===== config.mk =====
export PLATFORM = sky130hd
export DESIGN_NAME = param_regfile
export DESIGN_NICKNAME = d
export VERILOG_FILES = /design/src/rtl/param_regfile.sv
export SDC_FILE = /design/constraint.sdc
export NUM_CORES = 1
export LEC_CHECK = 0
export CORE_MARGIN = 4
export CORE_UTILIZATION = 57
export CTS_BUF_LIST = sky130_fd_sc_hd__clkbuf_2 sky130_fd_sc_hd__clkbuf_4 sky130_fd_sc_hd__clkbuf_8
export DETAILED_ROUTE_END_ITERATION = 7
export PLACE_DENSITY = 0.76
export SLEW_MARGIN = 20
export SYNTH_ARGS = -nofsm -noshare
export SYNTH_HDL_FRONTEND = slang
export SYNTH_SLANG_ARGS = --single-unit

===== constraint.sdc =====
create_clock -name clock -period 3.78 [get_ports clock]
set_clock_uncertainty 0.1 [all_clocks]
set_input_delay 0.378 -clock clock [delete_from_list [all_inputs] [get_ports clock]]
set_output_delay 0.378 -clock clock [all_outputs]
set_load 0.05 [all_outputs]

===== src/rtl/param_regfile.sv =====
// Parameterised multi-port register file that zeroes itself after every reset
// or clr request, reporting completion of that clear sequence on 'ready'.
module param_regfile #(
  parameter int WIDTH    = 32,
  parameter int DEPTH    = 32,
  parameter int NREAD    = 2,
  parameter int BYPASS   = 1,
  parameter int ZERO_REG = 1,
  localparam int AW      = $clog2(DEPTH)
) (
  input  logic                   clock,
  input  logic                   reset_b,
  input  logic                   clr,
  input  logic                   we,
  input  logic [AW-1:0]          wa,
  input  logic [WIDTH-1:0]       wd,
  input  logic [NREAD*AW-1:0]    ra,
  output logic [NREAD*WIDTH-1:0] rd,
  output logic                   ready
);

  localparam logic [AW-1:0] LAST = AW'(DEPTH - 1);

  typedef enum logic {INIT, RUN} state_e;

  state_e           state_q;
  logic [AW-1:0]    cnt_q;
  logic             ready_q;
  logic [WIDTH-1:0] mem_q [DEPTH];

  logic             wrRun;
  logic             memWe;
  logic [AW-1:0]    memAddr;
  logic [WIDTH-1:0] memData;

  always_ff @(posedge clock or negedge reset_b) begin
    if (!reset_b) begin
      state_q <= INIT;
      cnt_q   <= '0;
      ready_q <= 1'b0;
    end else begin
      case (state_q)
        INIT: begin
          if (clr) begin
            cnt_q <= '0;
          end else begin
            cnt_q <= cnt_q + AW'(1);
            if (cnt_q == LAST) begin
              state_q <= RUN;
              ready_q <= 1'b1;
            end
          end
        end
        RUN: begin
          if (clr) begin
            state_q <= INIT;
            cnt_q   <= '0;
            ready_q <= 1'b0;
          end
        end
        default: begin
          state_q <= INIT;
          cnt_q   <= '0;
          ready_q <= 1'b0;
        end
      endcase
    end
  end

  // A user write lands only in RUN, never alongside clr, and never into a hard-wired zero register.
  always_comb begin
    wrRun   = (state_q == RUN) && we && !clr && !((ZERO_REG != 0) && (wa == '0));
    memWe   = reset_b && ((state_q == INIT) || wrRun);
    memAddr = (state_q == INIT) ? cnt_q : wa;
    memData = (state_q == INIT) ? '0 : wd;
  end

  always_ff @(posedge clock) begin
    if (memWe) begin
      mem_q[memAddr] <= memData;
    end
  end

  for (genvar i = 0; i < NREAD; i++) begin : g_read
    logic [AW-1:0]    raI;
    logic [WIDTH-1:0] rdI;

    assign raI = ra[i*AW +: AW];

    always_comb begin
      rdI = mem_q[raI];
      if ((BYPASS != 0) && wrRun && (wa == raI)) begin
        rdI = wd;
      end
      if ((state_q == INIT) || ((ZERO_REG != 0) && (raI == '0))) begin
        rdI = '0;
      end
    end

    assign rd[i*WIDTH +: WIDTH] = rdI;
  end

  assign ready = ready_q;

endmodule


==> results by group <==
Final layout
  – Proportion of layout cells with a drive suffix above 1: 32.3%
  – Fillcell total: about 5400
  – Layout Nets: ~2900
  – Fin cells: between 4000 and 5000
  – Fin util: between 60% and 70%
  – Area grow syn2layout: 15.2%
  – Post-route design area: between 50000 and 60000 µm²

Clock tree
  – Clock Tree Root: clkbuf_8
  – CTS clk-pin slew, worst paths: roughly 0.070 ns
  – Total CTS buffers: approximately 160
  – Worst-skew pair later-pin latency: around 0.83 ns
  – CTS max path bufs: 3
  – Sink Count: roughly 1000
  – CTS tree: built
  – H-tree levels: 4

Global route
  – Final global-route overflow total: 0
  – Pin count of the biggest net entering global routing: 76
  – Initial antenna violation count: 5
  – Vias in the first global route: ~32000
  – Gr usage total: 33.3%
  – First-pass GRT wire length: between 200000 and 250000 µm

STA
  – Finish-stage setup viols: 4
  – Max Slew Vio Count: 0
  – Worst Tran Pin Value: 1.17 ns
  – RSZ-0062 raised after global routing: true
  – Fin crit period: approximately 3.8 ns
  – Relative slew margins: between 20% and 30%
  – Fin crit share: 101%
  – Final Hold Vio Count: 0
  – Fin Hold WS: ~0.22 ns
  – Worst setup margin: -0.0380 ns
  – Max Freq: about 0.26 GHz

Critical path
  – Reg2reg end: mem_q[2][14]$_DFFE_PP_
  – Worst Setup Start Kind: flop
  – R2R depth: 6
  – CP peak stage delay: ~0.46 ns
  – Worst path required time: ~3.3 ns
  – CP max FO: 24
  – Crit-path cells: and3b_2 -> o21ai_4 -> o311ai_4 -> buf_6 -> a21oi_1 -> a311o_1 -> buf_12
  – CP Class: flop to output port
  – Flop2flop setup slack: 0.32 ns
  – Critical Path Sink Type: output port
  – R2r startpoint: state_q$_DFF_PN0_
  – Slowest cell on crit path: dfrtp_2
  – CP Data Arrival Time: approximately 3.3 ns

Power
  – Maximum VDD drop: 329 µV
  – Sequential share of power: 52.8%
  – Switch Pwr: around 5500 µW
  – Pleak: 0.0181 µW
  – Logic pwr share: between 7 and 8%
  – Clock Power Share: between 30% and 40%
  – Internal power: around 18000 µW
  – Cell Pwr Density: 423 nW/µm²
  – Tot Pwr: 23700 µW
  – Switching Fraction: 23.1%

Yosys
  – Syn Nets: 2679
  – Mapped Cells: between 2000 and 3000
  – Flops & latches, synth: about 1000
  – Async S/R FF share, synth: less than 1%
  – Syn_area_per_cell: roughly 18 µm²
  – Synth Flop Type: edfxtp_1
  – Yosys warnings: 0
  – EDFF count, synth: 1024
  – Top post-synthesis cells by area: edfxtp_1 (63%), mux4_2 (18%), mux2i_1 (5.4%)
  – Sequential area share after synthesis: between 60 and 70%
  – Synth top area share: between 60 and 70%
  – Synth Cell Area: slightly below 50000 µm²
  – Unique masters post-synth: 42
  – Yosys top cell by area: edfxtp_1

Detailed routing
  – WL met1: 49300 µm
  – Met2 wire length: around 70000 µm
  – Drc violations: 0
  – Top sig layer: met5
  – Drt total wl: 150000 µm
  – Pre-antenna DRT Iters: 6
  – Met3 WL: ~20000 µm
  – Vias per cell: between 7 and 8
  – Final ANT Viol Nets: 0
  – Vias after detailed routing: 31000
  – Initial DRC Count: ~4600
  – Wire per inst: between 30 and 40 µm

Floorplan
  – Die Span Y: approximately 300 µm
  – CORE AREA: between 80000 and 90000 µm²
  – Rows: approximately 110
  – Die width: 300 µm
  – # IOs: 116
  – Die ar.: between 80000 and 90000 µm²
  – Initial Utilization: 57.8%

Status
  – Outcome: finished with violations
  – Failing checks: negative setup slack

Place
  – Placer Congestion: 0.927
  – Post-DP Area: between 50000 and 60000 µm²
  – HPWL after detailed placement: between 90000 and 100000 µm
  – Port Buf Inserts: 115
  – Cell Count Post-Placement: roughly 3800

Hold path
  – Hold path cells: 3
  – Hold path endpoint: cnt_q[3]$_DFFE_PN0P_
  – HP Class: input pin to flop
  – Min-delay src: clr

Run
  – Max-Cap Viols: 0
==> per-stage QoR <==
stage               worst slack [ns]  setup TNS (ns)
detailed placement          -0.00888        -0.00888
floorplan                      0.481               0
global route                 -0.0284         -0.0829
finish                       -0.0380         -0.0684
global placement             -0.0446         -0.0446
CTS                         0.000327               0
==> synth_stat cells, types with 2 or more instances <==
cell,instances
edfxtp_1,1024
mux4_2,384
mux2i_1,260
a22oi_1,192
a21oi_1,129
a221oi_1,128
clkbuf_1,104
a311o_1,64
o21bai_1,64
buf_2,50
nor2_1,47
and2_1,34
buf_6,26
buf_1,24
buf_4,19
nand2_1,13
xnor2_1,11
dfrtp_1,7
nor2b_1,7
nand3_1,6
inv_1,5
nor3_1,3
ha_1,2
nor2_2,2
nor4_1,2
o311ai_4,2
o31ai_2,2
==> per-layer routing <==
| metal | global-route usage (%) | vias to the layer above |
|---|---|---|
| met1 | 41.9 | 15700 |
| met4 | 19.3 | 2 |
| met2 | 51.4 | 2630 |
| li1 | - | 12000 |
| met3 | 10.7 | 674 |
| met5 | 0 | - |
==> repair_timing <==
item / 4_1_cts / 5_1_grt
endpoints found under the setup margin: 37 / 24
gates resized for setup: 10 / 13
endpoints found under the hold margin: 7 / 0
hold buffers: 1 / 0
buffers inserted: 2 / 3
pin swaps: 2 / 13
gates cloned: 1 / 2
==> area by class of cell <==
cell class	instances	area, µm²	area share [%]
multi-input combinational	1366	16800	30.1
clock buffer	210	2610	4.66
inverter	5	18.8	0.0335
sequential	1031	30900	55.3
tap	1134	1420	2.54
antenna	4	10.0	0.0179
timing repair buffer	300	3580	6.39
clock inverter	81	544	0.973
==> state kept, by name, indices dropped and copies added, names as in the netlist <==
register  cells
mem_q      1024
cnt_q         5
ready         1
state_q       1
==> cells by family after synthesis <==
group	Yosys count	synth area share, %
buffers and inverters	229	2.45
AOI/OAI and AO/OA	590	9.23
and+or+nand+nor	117	1.19
DFF	1031	63.7
xor gates and xnor gates	12	0.216
muxes	645	23.2
adders and majority gates	2	0.0515
==> critical path: cells and delay by family (launching register included) <==
family                 cells  cell delay (ns)
AOI/OAI and AO/OA          4             1.11
DFF                        1             0.46
and+or+nand+nor            1             0.37
buffers and inverters      2             0.55
==> worst max-delay path by stage <==
stage                                  from                endpoint  slack, ns  depth (start not counted)
after floorplan           state_q$_DFF_PN0_  mem_q[20][0]$_DFFE_PP_       0.48                          6
after global placement                wa[0]                  rd[22]      -0.04                          9
after detailed placement              wa[0]                  rd[22]     -0.009                          9
after CTS                 state_q$_DFF_PN0_                  rd[55]     0.0003                          9
after global routing      state_q$_DFF_PN0_                  rd[54]      -0.03                          7
final                     state_q$_DFF_PN0_                  rd[54]      -0.04                          7
==> cell usage in the layout, fill, tap and decap left out, types with 4 or more instances in the layout <==
| cell | n |
|---|---|
| buf_12 | 86 |
| nand2_1 | 13 |
| xnor2_1 | 11 |
| nand3_1 | 6 |
| clkinv_2 | 23 |
| mux2i_1 | 260 |
| a21oi_1 | 126 |
| buf_2 | 4 |
| mux4_2 | 384 |
| and2_2 | 18 |
| nor2b_4 | 4 |
| clkbuf_4 | 45 |
| diode_2 | 4 |
| clkbuf_8 | 167 |
| buf_4 | 146 |
| dfrtp_1 | 6 |
| nor2_1 | 9 |
| and2_1 | 16 |
| clkdlybuf4s50_1 | 43 |
| inv_6 | 4 |
| buf_8 | 5 |
| bufinv_16 | 6 |
| buf_6 | 10 |
| edfxtp_1 | 1024 |
| nor2_4 | 40 |
| a22oi_1 | 192 |
| a221oi_1 | 128 |
| clkinv_1 | 42 |
| clkinvlp_4 | 7 |
| a311o_1 | 63 |
| o21bai_1 | 64 |
==> power groups by stage <==
| stage | Sequential (µW) | Clock [µW] | Combinational (µW) |
|---|---|---|---|
| floorplan | 12700 | 0 | 1170 |
| global placement | 12700 | 0 | 1770 |
| detailed placement | 12700 | 0 | 1800 |
| CTS | 12500 | 9390 | 1800 |
| global route | 12500 | 9970 | 1890 |
| finish | 12500 | 9320 | 1840 |
(Power assumes the default switching activity.)
